===== config.mk =====
export PLATFORM = sky130hd
export DESIGN_NAME = bus_arbiter_flat
export DESIGN_NICKNAME = d
export VERILOG_FILES = /design/src/rtl/bus_pkg.sv /design/src/rtl/bus_arbiter_if.sv /design/src/rtl/bus_req_capture.sv /design/src/rtl/bus_arbiter.sv /design/src/flat_wrapper.sv
export SDC_FILE = /design/constraint.sdc
export NUM_CORES = 1
export LEC_CHECK = 0
export ABC_AREA = 0
export ABC_CLOCK_PERIOD_IN_PS = 3900
export CORE_UTILIZATION = 40
export DETAILED_ROUTE_END_ITERATION = 7
export DONT_BUFFER_PORTS = 1
export PLACE_DENSITY = 0.53
export SYNTH_ARGS = -nofsm -noshare
export SYNTH_HDL_FRONTEND = slang
export SYNTH_HIERARCHICAL = 1
export SYNTH_SLANG_ARGS = --single-unit

===== constraint.sdc =====
create_clock -name i_clk -period 3.9 [get_ports i_clk]
set_clock_uncertainty 0.15 [all_clocks]
set_input_delay 0.585 -clock i_clk [delete_from_list [all_inputs] [get_ports i_clk]]
set_output_delay 0.585 -clock i_clk [all_outputs]
set_load 0.02 [all_outputs]

===== src/rtl/bus_pkg.sv =====
// Shared types and constants for the two-master bus arbiter.
package bus_pkg;

  typedef enum logic [1:0] {
    IDLE  = 2'd0,
    ISSUE = 2'd1,
    WAIT  = 2'd2
  } state_t;

  typedef struct packed {
    logic [31:0] address;
    logic [31:0] data;
    logic [2:0]  bhw;
    logic        write_notread;
  } bus_req_t;

  localparam logic MASTER_CPU = 1'b0;
  localparam logic MASTER_DMA = 1'b1;

endpackage


===== src/rtl/bus_arbiter_if.sv =====
// Master request/response ports, slave-side bus and status of the arbiter.
// The slave modport is the arbiter's view; master is the environment driving it.
interface bus_arbiter_if;

  logic        i_m0_DV;
  logic [31:0] i_m0_address;
  logic [31:0] i_m0_data;
  logic [2:0]  i_m0_bhw;
  logic        i_m0_write_notread;
  logic [31:0] o_m0_data;
  logic        o_m0_DV;
  logic        o_m0_err;

  logic        i_m1_DV;
  logic [31:0] i_m1_address;
  logic [31:0] i_m1_data;
  logic [2:0]  i_m1_bhw;
  logic        i_m1_write_notread;
  logic [31:0] o_m1_data;
  logic        o_m1_DV;
  logic        o_m1_err;

  logic [31:0] o_bus_address;
  logic [31:0] o_bus_data;
  logic [2:0]  o_bus_bhw;
  logic        o_bus_write_notread;
  logic        o_bus_DV;
  logic [31:0] i_bus_data;
  logic        i_bus_DV;

  logic        o_owner;
  logic [1:0]  o_overrun;

  modport slave (
    input  i_m0_DV, i_m0_address, i_m0_data, i_m0_bhw, i_m0_write_notread,
    output o_m0_data, o_m0_DV, o_m0_err,
    input  i_m1_DV, i_m1_address, i_m1_data, i_m1_bhw, i_m1_write_notread,
    output o_m1_data, o_m1_DV, o_m1_err,
    output o_bus_address, o_bus_data, o_bus_bhw, o_bus_write_notread, o_bus_DV,
    input  i_bus_data, i_bus_DV,
    output o_owner, o_overrun
  );

  modport master (
    output i_m0_DV, i_m0_address, i_m0_data, i_m0_bhw, i_m0_write_notread,
    input  o_m0_data, o_m0_DV, o_m0_err,
    output i_m1_DV, i_m1_address, i_m1_data, i_m1_bhw, i_m1_write_notread,
    input  o_m1_data, o_m1_DV, o_m1_err,
    input  o_bus_address, o_bus_data, o_bus_bhw, o_bus_write_notread, o_bus_DV,
    output i_bus_data, i_bus_DV,
    input  o_owner, o_overrun
  );

endinterface


===== src/rtl/bus_req_capture.sv =====
// One-deep request slot for a single master, with sticky overrun detection.
module bus_req_capture
  import bus_pkg::*;
(
  input  logic     clk,
  input  logic     rst_n,
  input  logic     dv,
  input  bus_req_t req_in,
  input  logic     busy,
  input  logic     clr,
  output logic     want,
  output bus_req_t req,
  output logic     overrun
);

  logic pending;
  logic accept;

  assign accept = dv && !pending && !busy;
  // Bypass: a request captured this cycle already counts for arbitration.
  assign want   = pending || accept;

  always_ff @(posedge clk or negedge rst_n) begin
    if (!rst_n) begin
      pending <= 1'b0;
      // NOTE: the payload register is reset too, so no X can ever reach the bus outputs.
      req     <= '0;
      overrun <= 1'b0;
    end else begin
      if (accept) begin
        req     <= req_in;
        pending <= 1'b1;
      end else if (clr) begin
        pending <= 1'b0;
      end
      if (dv && !accept) overrun <= 1'b1;
    end
  end

endmodule


===== src/rtl/bus_arbiter.sv =====
// Round-robin arbiter letting CPU and DMA share one single-transaction bus,
// with one outstanding transaction and a response timeout.
module bus_arbiter
  import bus_pkg::*;
#(
  parameter int TIMEOUT = 1024,
  parameter int CNT_W   = 11
) (
  input  logic         i_clk,
  input  logic         i_rst_n,
  bus_arbiter_if.slave bus
);

  localparam logic [CNT_W-1:0] CNT_LAST = CNT_W'(TIMEOUT);

  state_t           state, state_nx;
  logic             owner, last_grant, pick;
  logic [CNT_W-1:0] cnt;
  logic [1:0]       want, busy, clr, overrun;
  logic             done_ok, done_to;
  bus_req_t         in_cpu, in_dma, req_cpu, req_dma;

  bus_req_t         bus_q;
  logic             bus_dv_q;
  logic [1:0][31:0] resp_data_q;
  logic [1:0]       resp_dv_q, resp_err_q;

  assign in_cpu = '{address: bus.i_m0_address, data: bus.i_m0_data,
                    bhw: bus.i_m0_bhw, write_notread: bus.i_m0_write_notread};
  assign in_dma = '{address: bus.i_m1_address, data: bus.i_m1_data,
                    bhw: bus.i_m1_bhw, write_notread: bus.i_m1_write_notread};

  assign busy[0] = (state != IDLE)  && (owner == MASTER_CPU);
  assign busy[1] = (state != IDLE)  && (owner == MASTER_DMA);
  assign clr[0]  = (state == ISSUE) && (owner == MASTER_CPU);
  assign clr[1]  = (state == ISSUE) && (owner == MASTER_DMA);

  bus_req_capture u_cap_cpu (
    .clk(i_clk), .rst_n(i_rst_n), .dv(bus.i_m0_DV), .req_in(in_cpu),
    .busy(busy[0]), .clr(clr[0]), .want(want[0]), .req(req_cpu), .overrun(overrun[0])
  );

  bus_req_capture u_cap_dma (
    .clk(i_clk), .rst_n(i_rst_n), .dv(bus.i_m1_DV), .req_in(in_dma),
    .busy(busy[1]), .clr(clr[1]), .want(want[1]), .req(req_dma), .overrun(overrun[1])
  );

  // A response arriving on the timeout cycle still wins.
  assign done_ok = (state == WAIT) && bus.i_bus_DV;
  assign done_to = (state == WAIT) && !bus.i_bus_DV && (cnt == CNT_LAST);

  always_ff @(posedge i_clk or negedge i_rst_n) begin
    if (!i_rst_n) state <= IDLE;
    else          state <= state_nx;
  end

  always_comb begin
    // NOTE: defaults first, so no path through the case can infer a latch.
    state_nx = state;
    pick     = (want == 2'b11) ? ~last_grant : want[1];
    case (state)
      IDLE:    if (|want) state_nx = ISSUE;
      ISSUE:   state_nx = WAIT;
      WAIT:    if (done_ok || done_to) state_nx = IDLE;
      default: state_nx = IDLE;
    endcase
  end

  always_ff @(posedge i_clk or negedge i_rst_n) begin
    if (!i_rst_n) begin
      owner       <= MASTER_CPU;
      last_grant  <= MASTER_DMA;
      cnt         <= '0;
      bus_q       <= '0;
      bus_dv_q    <= 1'b0;
      resp_data_q <= '0;
      resp_dv_q   <= '0;
      resp_err_q  <= '0;
    end else begin
      // NOTE: non-blocking assignments so every register samples pre-edge values.
      bus_dv_q   <= 1'b0;
      resp_dv_q  <= '0;
      resp_err_q <= '0;
      cnt        <= (state == WAIT) ? cnt + 1'b1 : '0;
      if (state == IDLE && |want) begin
        owner      <= pick;
        last_grant <= pick;
      end
      if (state == ISSUE) begin
        bus_q    <= (owner == MASTER_DMA) ? req_dma : req_cpu;
        bus_dv_q <= 1'b1;
      end
      if (done_ok || done_to) begin
        resp_dv_q[owner]   <= 1'b1;
        resp_err_q[owner]  <= done_to;
        resp_data_q[owner] <= done_ok ? bus.i_bus_data : 32'h0;
      end
    end
  end

  assign bus.o_bus_address       = bus_q.address;
  assign bus.o_bus_data          = bus_q.data;
  assign bus.o_bus_bhw           = bus_q.bhw;
  assign bus.o_bus_write_notread = bus_q.write_notread;
  assign bus.o_bus_DV            = bus_dv_q;
  assign bus.o_m0_data           = resp_data_q[0];
  assign bus.o_m0_DV             = resp_dv_q[0];
  assign bus.o_m0_err            = resp_err_q[0];
  assign bus.o_m1_data           = resp_data_q[1];
  assign bus.o_m1_DV             = resp_dv_q[1];
  assign bus.o_m1_err            = resp_err_q[1];
  assign bus.o_owner             = owner;
  assign bus.o_overrun           = overrun;

endmodule

===== src/flat_wrapper.sv =====
// flat-port wrapper written by rule: the top's interface ports become plain ports
module bus_arbiter_flat import bus_pkg::*;
#(
  parameter int TIMEOUT = 1024,
  parameter int CNT_W   = 11
)
  (i_clk, i_rst_n, bus_i_m0_DV, bus_i_m0_address, bus_i_m0_data, bus_i_m0_bhw, bus_i_m0_write_notread, bus_o_m0_data, bus_o_m0_DV, bus_o_m0_err, bus_i_m1_DV, bus_i_m1_address, bus_i_m1_data, bus_i_m1_bhw, bus_i_m1_write_notread, bus_o_m1_data, bus_o_m1_DV, bus_o_m1_err, bus_o_bus_address, bus_o_bus_data, bus_o_bus_bhw, bus_o_bus_write_notread, bus_o_bus_DV, bus_i_bus_data, bus_i_bus_DV, bus_o_owner, bus_o_overrun);
  bus_arbiter_if bus_i ();
  input  logic i_clk;
  input  logic i_rst_n;
  input wire logic [$bits(bus_i.i_m0_DV)-1:0] bus_i_m0_DV;
  input wire logic [$bits(bus_i.i_m0_address)-1:0] bus_i_m0_address;
  input wire logic [$bits(bus_i.i_m0_data)-1:0] bus_i_m0_data;
  input wire logic [$bits(bus_i.i_m0_bhw)-1:0] bus_i_m0_bhw;
  input wire logic [$bits(bus_i.i_m0_write_notread)-1:0] bus_i_m0_write_notread;
  output wire logic [$bits(bus_i.o_m0_data)-1:0] bus_o_m0_data;
  output wire logic [$bits(bus_i.o_m0_DV)-1:0] bus_o_m0_DV;
  output wire logic [$bits(bus_i.o_m0_err)-1:0] bus_o_m0_err;
  input wire logic [$bits(bus_i.i_m1_DV)-1:0] bus_i_m1_DV;
  input wire logic [$bits(bus_i.i_m1_address)-1:0] bus_i_m1_address;
  input wire logic [$bits(bus_i.i_m1_data)-1:0] bus_i_m1_data;
  input wire logic [$bits(bus_i.i_m1_bhw)-1:0] bus_i_m1_bhw;
  input wire logic [$bits(bus_i.i_m1_write_notread)-1:0] bus_i_m1_write_notread;
  output wire logic [$bits(bus_i.o_m1_data)-1:0] bus_o_m1_data;
  output wire logic [$bits(bus_i.o_m1_DV)-1:0] bus_o_m1_DV;
  output wire logic [$bits(bus_i.o_m1_err)-1:0] bus_o_m1_err;
  output wire logic [$bits(bus_i.o_bus_address)-1:0] bus_o_bus_address;
  output wire logic [$bits(bus_i.o_bus_data)-1:0] bus_o_bus_data;
  output wire logic [$bits(bus_i.o_bus_bhw)-1:0] bus_o_bus_bhw;
  output wire logic [$bits(bus_i.o_bus_write_notread)-1:0] bus_o_bus_write_notread;
  output wire logic [$bits(bus_i.o_bus_DV)-1:0] bus_o_bus_DV;
  input wire logic [$bits(bus_i.i_bus_data)-1:0] bus_i_bus_data;
  input wire logic [$bits(bus_i.i_bus_DV)-1:0] bus_i_bus_DV;
  output wire logic [$bits(bus_i.o_owner)-1:0] bus_o_owner;
  output wire logic [$bits(bus_i.o_overrun)-1:0] bus_o_overrun;
  assign bus_i.i_m0_DV = bus_i_m0_DV;
  assign bus_i.i_m0_address = bus_i_m0_address;
  assign bus_i.i_m0_data = bus_i_m0_data;
  assign bus_i.i_m0_bhw = bus_i_m0_bhw;
  assign bus_i.i_m0_write_notread = bus_i_m0_write_notread;
  assign bus_o_m0_data = bus_i.o_m0_data;
  assign bus_o_m0_DV = bus_i.o_m0_DV;
  assign bus_o_m0_err = bus_i.o_m0_err;
  assign bus_i.i_m1_DV = bus_i_m1_DV;
  assign bus_i.i_m1_address = bus_i_m1_address;
  assign bus_i.i_m1_data = bus_i_m1_data;
  assign bus_i.i_m1_bhw = bus_i_m1_bhw;
  assign bus_i.i_m1_write_notread = bus_i_m1_write_notread;
  assign bus_o_m1_data = bus_i.o_m1_data;
  assign bus_o_m1_DV = bus_i.o_m1_DV;
  assign bus_o_m1_err = bus_i.o_m1_err;
  assign bus_o_bus_address = bus_i.o_bus_address;
  assign bus_o_bus_data = bus_i.o_bus_data;
  assign bus_o_bus_bhw = bus_i.o_bus_bhw;
  assign bus_o_bus_write_notread = bus_i.o_bus_write_notread;
  assign bus_o_bus_DV = bus_i.o_bus_DV;
  assign bus_i.i_bus_data = bus_i_bus_data;
  assign bus_i.i_bus_DV = bus_i_bus_DV;
  assign bus_o_owner = bus_i.o_owner;
  assign bus_o_overrun = bus_i.o_overrun;
  bus_arbiter #(.TIMEOUT(TIMEOUT), .CNT_W(CNT_W)) u_core (.i_clk(i_clk), .i_rst_n(i_rst_n), .bus(bus_i));
endmodule

# == Word level (Yosys, flattened, before mapping) ==
# Index checks and enable logic that the tools add are counted.
# op_classes
n_addsub,1
reduce_logical,31
n_lt_le_gt_ge,2
n_mux,19
bitwise,3
eq_ne,6
# op_table
op,n
2-to-1 mux 68 bit,1
bitwise mux 64 bit,1
2-to-1 mux 32 bit,2
demux 32 bit (select 1 bit),1
logical AND 1 bit,15
"adder 11 x 1 -> 11 bit, second input constant",1
"equality test 11 bit, second input constant",1
2-to-1 mux 11 bit,1
2-to-1 mux 2 bit,4
logical NOT 1 bit,7
2-to-1 mux 1 bit,7
case mux 2 bit (3 select lines),1
nonzero test 2 bit,3
"equality test 2 bit, second input constant",2
logical OR 1 bit,3
AND 2 bit,1
"equality test 2 x 1 -> 1 bit, second input constant",1
logical NOT 2 bit,1
"< comparator 1 x 2 -> 1 bit, second input constant",1
"inequality test 2 x 1 -> 1 bit, second input constant",1
"inequality test 2 bit, second input constant",1
inverter 1 bit,2
AND reduction 2 bit,1
OR reduction 2 bit,1
other kinds (2),2
# totals
register_bits,292
out_inout_bits,140

# == Logic depth before layout (Yosys ltp) ==
# Gate-level depths: netlist of run 1.
# logic_depth
word_depth,8
depth_mapped,7
mapped_depth_nobuf,6

# == By module ==
# Netlist of run 1, hierarchy kept.
# modules_own_cells
module,seq_area_each_um2,cells_per_inst,instances,area_each_um2
bus_arbiter,3804.9,668,1,6577.6
bus_req_capture,1751.7,152,2,2607.5

# == Worst setup path before layout of run 1 ==
# No wires, ideal clock.
# synth_path
kind,reg2reg
start,reg u_core.owner (netlist: u_core/bus.o_owner)
end,reg u_core/u_cap_cpu/req[50] (netlist name)
slack_ns,1.411
arrival_ns,2.211
path_stages_with_launch,8
period_less_slack_ns,2.489
t_required_ns,3.623
cell_sequence,dfrtp_1 -> buf_2 -> buf_1 -> nor2_1 -> nor3b_2 -> buf_4 -> buf_6 -> mux2_1
# synth_via
elab_chain_len,4
# synth_rtl
element,line_no,rtl
start: declaration,bus_arbiter.sv:17,"logic owner, last_grant, pick;"
start signal: assignment,bus_arbiter.sv:86,owner <= pick;
inverter 1 bit,bus_arbiter.sv:33,assign busy[0] = (state != IDLE) && (owner == MASTER_CPU);
logical AND 1 bit,bus_arbiter.sv:33,
net u_core.busy[0],bus_arbiter.sv:19,"logic [1:0] want, busy, clr, overrun;"
logical NOT 1 bit,bus_req_capture.sv:19,assign accept = dv && !pending && !busy;
logical AND 1 bit,bus_req_capture.sv:19,
end signal: assignment,bus_req_capture.sv:31,req <= req_in;
end: declaration,bus_req_capture.sv:12,"output bus_req_t req,"
# The timed path passes the listed nets, and every way through them passes these cells.
# A chain may end at the register's enable or synchronous reset.

# == Final worst setup path of run 1 ==
# layout_path
start,reg u_core.owner (netlist: u_core/bus.o_owner)
end,reg u_core/u_cap_cpu/req[36] (netlist name)
# The elaborated chain is that of the path after synthesis.

==> impl_results.md, run 1 <==
- Final Hold Fails: 291
- Worst Setup SP: u_core/bus.o_owner$_DFFE_PN0P_
- Status: finished, violations left
- Length of the first detailed-routing pass in iterations: 4
- Synth Register Bits: 292
- CTS Sinks: 292
- Post-CTS resize count: 0
- Initial DRC count: ~360
- RePlAce Congestion: 0.762
- Failing checks: hold timing
- Initial antenna violation count: 8
- Post-synth top area cell: dfrtp_1
- Count leader, synth: dfrtp_1
- Hold buffers post-CTS: 1
- CP arrival: 2.85 ns
- Most frequently used flop master after synthesis: dfrtp_1
- Grt peak-use layer: met2
- Antenna viol nets, final: 0
- HPWL Detailed: ~17000 um
- Max Slew Vio Count: 0
- Crit-path slowest cell: dfrtp_4
- Synthesized net count: 1147
- Total core area: 28900 um2
- Die height: 174 um
- H-tree levels: 2
- Hold WS: -0.366 ns
- Layout Nets: 1137
- Fin cells: 1374
- Top delay family on crit path: flip-flops
- CTS max path bufs: 3
- Critical Path End Type: flip-flop
- Post-synth top area share: 61.8%
- CTS root buf: clkbuf_16
- Width of the die: 174 um
- Transition time of the tightest slew-check pin: 1.04 ns
- Crit path largest cell delay: 0.89 ns
- Starting density of the core: 40.9%
- Area contributors post-synth: dfrtp_1, mux2_2, nand2_1
- Max-slew headroom: 30.6%
- Die area: 30200 um2
- Dpl cells: 1309
- Peak supply drop: 463 uV
- Yosys Warn Count: 6
- Met3 usage: 8.44%
- Fin crit period: 2.63 ns
- Pin count of the biggest net entering global routing: between 200 and 300
- Share of async-settable or async-resettable flops after synthesis: 100%
- Worst Path Max Fanout: 42
- Post-Route WL: 27600 um
- Rows: 62
- Mapped Cells: 972
- Cts bufs inserted: 34
- Per-cell routed wire length: ~20 um
- Layout filler cell count: roughly 2700
- Unrepaired setup endpoints after global routing: no
- Max Fclk: 0.380 GHz
- GRT met2 Usage: 29.0%
- Layout cells sized above 1: 20.2%
- CTS tree: done
- Global-route wire length before repair: approximately 43000 um
- Post-synth top cells: dfrtp_1, nand2_1, o21ai_0
- Clk Latency, worst-skew pair: 0.49 ns
- Number of global-route vias before repair: 7339
- Post-synthesis cell area: 11800 um2
- Vias per inst: 5.13
- DR DRC count: 0
- Setup_tns: 0 ns
- Total grt overflow: 0
- Worst path required time: 4.12 ns
- Seq/Total Area, Yosys: 62.0%
- Syn avg cell area: roughly 12 um2
- Hold Crit Class: input port to async pin
- Port Buffers: 0
- Worst reg2reg path startpoint: u_core/bus.o_owner$_DFFE_PN0P_
- Pleak: about 5.8 nW
- Final period utilization: between 60% and 70%
- # IOs: approximately 310
- Post-CTS Setup Bufs: 0
- Clock-pin slew on the worst setup and hold paths: 0.06 ns
- All-layer global routing usage: 18.4%
- Max-cap check violation count: 0
- Crit path buf inv count: 1
- Crit path kind: flip-flop to flip-flop
- Crit-path cells: nor2_1 > nor3b_4 > buf_4 > mux2_2
- Detailed-route via count: 7047
- Met1 Usage GRT: a little under a quarter
- Area grow syn2layout: 12.7%
- CP Launch Type: flip-flop
- EDFF count, synth: 0
- Pwr per Cell Area: roughly 900 nW/um2
- Synth unique cells: 44
- Final number of setup-violating endpoints: 0
sequential cells by signal, indices dropped and copies added, names as in the netlist, 2 cells and up:
| register | flops |
|---|---|
| u_core/u_cap_cpu/req | 68 |
| u_core/u_cap_dma/req | 68 |
| u_core/bus.o_bus_address | 32 |
| u_core/bus.o_bus_data | 32 |
| u_core/bus.o_m0_data | 32 |
| u_core/bus.o_m1_data | 32 |
| u_core/cnt | 11 |
| u_core/bus.o_bus_bhw | 3 |
| u_core/resp_dv_q | 2 |
| u_core/resp_err_q | 2 |
| u_core/state | 2 |
kinds of logic (layout without fill, tap and decap cells):
family,after synthesis,in the layout,share of synthesized area [%]
flip-flops,292,292,62.0
AND/OR/NAND/NOR,242,242,9.06
multiplexers,204,204,18.8
AO/OA/AOI/OAI,158,158,6.95
buffers and inverters,71,86,2.82
XOR/XNOR,3,3,0.223
adder cells (fa/ha/maj),2,2,0.212
other,0,3,0
per-stage QoR:
stage	power (mW)	util (%)	area, um2	setup slack (ns)	hold WS [ns]
after CTS	12.5	46.0	13300	1.21	-0.390
after detailed placement	9.21	42.0	12100	1.25	0.146
after global placement	9.07	42.0	12100	1.29	0.147
after global routing	13.1	46.0	13300	1.12	-0.396
final	12.3	46.1	13300	1.27	-0.366
after floorplan	8.36	-	11800	1.41	0.139
where the power goes:
part           internal, mW  total (mW)  switching (mW)
clock                  1.98        3.20            1.22
sequential             4.46        6.25            1.80
combinational          1.46        2.81            1.35
layout make-up:
type                            instances  area [um2]  share of cell area [%]
Antenna cell                            3        7.51                  0.0565
Clock buffer                           54        1090                    8.20
Clock inverter                          7        67.6                   0.508
Inverter                               11        41.3                   0.311
Multi-Input combinational cell        609        4190                    31.5
Sequential cell                       292        7310                    55.0
Tap cell                              384         480                    3.61
Timing Repair Buffer                   14         108                   0.809
cell usage in the layout, fill, tap and decap left out, types with 2 or more instances in the layout:
| cell type | count |
|---|---|
| nand2_1 | 199 |
| or4_1 | 3 |
| buf_4 | 13 |
| clkbuf_16 | 37 |
| o21ai_0 | 131 |
| a31o_2 | 2 |
| nor4_4 | 2 |
| mux2_1 | 18 |
| dfrtp_1 | 290 |
| nand4_1 | 2 |
| xor2_1 | 2 |
| nor3b_4 | 2 |
| mux2i_1 | 68 |
| nand3_1 | 4 |
| inv_1 | 11 |
| a21oi_1 | 10 |
| clkinv_2 | 4 |
| ha_1 | 2 |
| clkinv_4 | 2 |
| diode_2 | 3 |
| nor3_1 | 2 |
| o31ai_1 | 3 |
| a21o_1 | 4 |
| nand2b_1 | 4 |
| clkbuf_8 | 10 |
| or3_1 | 3 |
| nor2_1 | 9 |
| o21ai_1 | 6 |
| clkbuf_1 | 7 |
| mux2_2 | 118 |
path summary, 6_finish.rpt:
check,cells past startpoint,slack (ns),to
max reg2reg,4,1.27,u_core/u_cap_cpu/req[36]$_DFFE_PN0P_
max,4,1.27,u_core/u_cap_cpu/req[36]$_DFFE_PN0P_
min reg2reg,1,0.34,u_core/u_cap_cpu/req[58]$_DFFE_PN0P_
min,0,-0.37,u_core/bus.o_bus_address[13]$_DFFE_PN0P_
min in group i_clk,2,0.06,u_core/bus.o_m0_data[31]$_DFFE_PN0P_
max in group asynchronous,0,3.38,u_core/bus.o_m0_data[5]$_DFFE_PN0P_
routing by layer:
metal | share of wire [%] | vias up
li1 | - | 3322
met1 | 41 | 3437
met2 | 46 | 240
met3 | 11 | 38
met4 | 1.5 | 10
met5 | 0.21 | -
Power figures use the tool's default switching activity.
==> run 2: changes to the inputs <==
- ABC_AREA: 0 -> 1
- ABC_CLOCK_PERIOD_IN_PS: 3900 -> 2700
- clock period: 3.9 -> 2.7 ns (I/O delays scaled with it)
==> run 2 against run 1 <==
Against the previous run: the flow still finishes with violations (hold timing); design area up 16%; register-to-register slack worse by 0.66 ns; critical path depth up 3; sequential share of layout area down 7.6 points; non-clock buffer count up 170; routed wire length up 32%; worst setup slack worse by 0.66 ns; combinational power up 65%; clock power up 45%; highest routed layer is now met4.
==> impl_results.md, run 2 <==
- Status: finished, violations left
- Failing checks: hold timing
- Post-Route WL: 36500 um
- Layout cells sized above 1: 5.98%
- Hold WS: -0.553 ns
- All-layer global routing usage: between 20% and 30%
- Commonest non-fill, non-tap cell in the layout: nand2_1
- Post-synth top cells: nand2_1, dfrtp_1, nand4_1
- CTS max path bufs: 3
- Antenna viol nets, final: 0
- R2r setup slk: 0.61 ns
- H-tree levels: 2
- Initial DRC count: ~680
- Post-synth top area cell: dfrtp_1
- Top delay family on crit path: buffers and inverters
- Area contributors post-synth: dfrtp_1, nand2_1, nand4_1
- Post-synthesis cell area: 12400 um2
- Syn avg cell area: 8.60 um2
- Crit path buf inv count: 2
- Length of the first detailed-routing pass in iterations: 7
- Cell count along the critical path: 7
- EDFF count, synth: 0
- DR DRC count: 0
- RePlAce Congestion: 0.787
- Post-CTS resize count: 0
- Die height: between 150 and 200 um
- Pleak: 7.82 nW
- Vias per inst: 5.16
- Starting density of the core: 40.5%
- Hold buffers post-CTS: 169
- Post-CTS Setup Bufs: 0
- Mapped Cells: roughly 1400
- Global-route wire length before repair: 56400 um
- Synth unique cells: 26
- Post-synth top area share: between 50% and 60%
- Pin count of the biggest net entering global routing: 293
- Clock-pin slew on the worst setup and hold paths: 0.06 ns
- CTS tree: done
- Max Slew Vio Count: 0
- Tot Pwr: 17.8 mW
- Seq/Total Area, Yosys: 59.1%
- Cts bufs inserted: 35
- Clk Latency, worst-skew pair: 0.50 ns
- HPWL Detailed: ~21000 um
- Worst Path Max Fanout: 49
- CTS Sinks: 292
- Width of the die: 178 um
- Hold Crit Class: input port to async pin
- Final period utilization: about 77%
- Crit-path cells: nor2_1 > nor2_1 > inv_2 > nand3_2 > buf_4 > nand2_1 > nand2_1
- Per-cell routed wire length: 18.4 um
- Area grow syn2layout: 24.5%
- Final number of setup-violating endpoints: 0
- Worst reg2reg path startpoint: u_core/state[1]$_DFFE_PN0P_
- Crit path kind: flip-flop to flip-flop
- Synth Register Bits: 292
- Initial antenna violation count: 1
- Setup_tns: 0 ns
- CP arrival: 2.32 ns
- DP Worst Slack: 0.644 ns
- Yosys Warn Count: 6
- Max Fclk: 0.479 GHz
- Most frequently used flop master after synthesis: dfrtp_1
- Transition time of the tightest slew-check pin: 0.776 ns
- # IOs: 313
- Worst Setup SP: u_core/state[1]$_DFFE_PN0P_
- Detailed-route via count: 10200
- Final worst slack: slightly above 0.6 ns
- Worst r2r path cells: 7
- Pwr per Cell Area: approximately 1200 nW/um2
- Total grt overflow: 0
- Biggest regs: u_core/u_cap_cpu/req x68, u_core/u_cap_dma/req x68
- Layout Nets: ~1700
- Critical Path End Type: flip-flop
- Rows: 64
- Synthesized net count: 1613
- CP Launch Type: flip-flop
- Highest-count cells in the layout ignoring fill and taps: nand2_1, dfrtp_1, dlygate4sd3_1
- Worst path required time: 2.94 ns
- Peak supply drop: 468 uV
- Number of global-route vias before repair: around 10000
- Die area: 31600 um2
- Crit-path slowest cell: dfrtp_1
- Port Buffers: 0
- Fin crit period: 2.09 ns
- Total core area: slightly above 30000 um2
- CTS root buf: clkbuf_16
- Unrepaired setup endpoints after global routing: no
- Final Hold Fails: 292
- Share of async-settable or async-resettable flops after synthesis: 100%
- Max-slew headroom: 48.3%
- Crit path largest cell delay: 0.44 ns
- Max-cap check violation count: 0
- Count leader, synth: nand2_1
[run 2: worst paths after layout]
| path | to |
|---|---|
| max | u_core/u_cap_dma/req[47]$_DFFE_PN0P_ |
| min | u_core/bus.o_m1_data[16]$_DFFE_PN0P_ |
| max reg2reg | u_core/u_cap_dma/req[47]$_DFFE_PN0P_ |
| min reg2reg | u_core/u_cap_dma/req[50]$_DFFE_PN0P_ |
| max in group asynchronous | u_core/u_cap_cpu/req[31]$_DFFE_PN0P_ |
| min in group i_clk | u_core/bus.o_m0_data[8]$_DFFE_PN0P_ |
[run 2: metal layers]
metal | routed length (um) | vias up | GRT usage, %
li1 | - | 4855 | -
met5 | 0 | - | 0
met4 | 643 | 0 | 5.59
met1 | 15600 | 4985 | 29.3
met2 | 17200 | 348 | 37.6
met3 | 3060 | 51 | 6.58
[run 2: layout make-up]
type | count | area, um2
diodes | 1 | 2.50
clock buffers | 55 | 1040
clock inverters | 7 | 87.6
fillers | 2869 | 15100
inverters | 58 | 223
multi-input cells | 993 | 4310
flip-flops and latches | 292 | 7310
well taps | 396 | 495
repair buffers | 184 | 1930
[run 2: cells by family after synthesis]
logic type	share of synthesized area (%)
XOR/XNOR	0.142
adder cells (fa/ha/maj)	0.202
AO/OA/AOI/OAI	0.546
buffers and inverters	6.11
AND/OR/NAND/NOR	33.9
flip-flops	59.1
[run 2: where the power goes]
| group | total, mW | switching [mW] | leakage, nW | internal, mW |
|---|---|---|---|---|
| logic | 4.65 | 3.12 | 3.57 | 1.53 |
| registers | 8.50 | 2.29 | 3.70 | 6.22 |
| clock network | 4.64 | 1.80 | 0.551 | 2.84 |
| total | 17.8 | 7.20 | 7.82 | 10.6 |
[run 2: through the flow]
step	util, %	hold WS [ns]	std cells	cell area [um2]
global route	50.5	-0.577	1986	15400
detailed placement	41.1	-0.0352	1754	12500
CTS	50.5	-0.574	1985	15400
global placement	41.1	-0.0354	1754	12500
floorplan	-	-0.0406	1438	12400
finish	50.5	-0.553	1986	15400
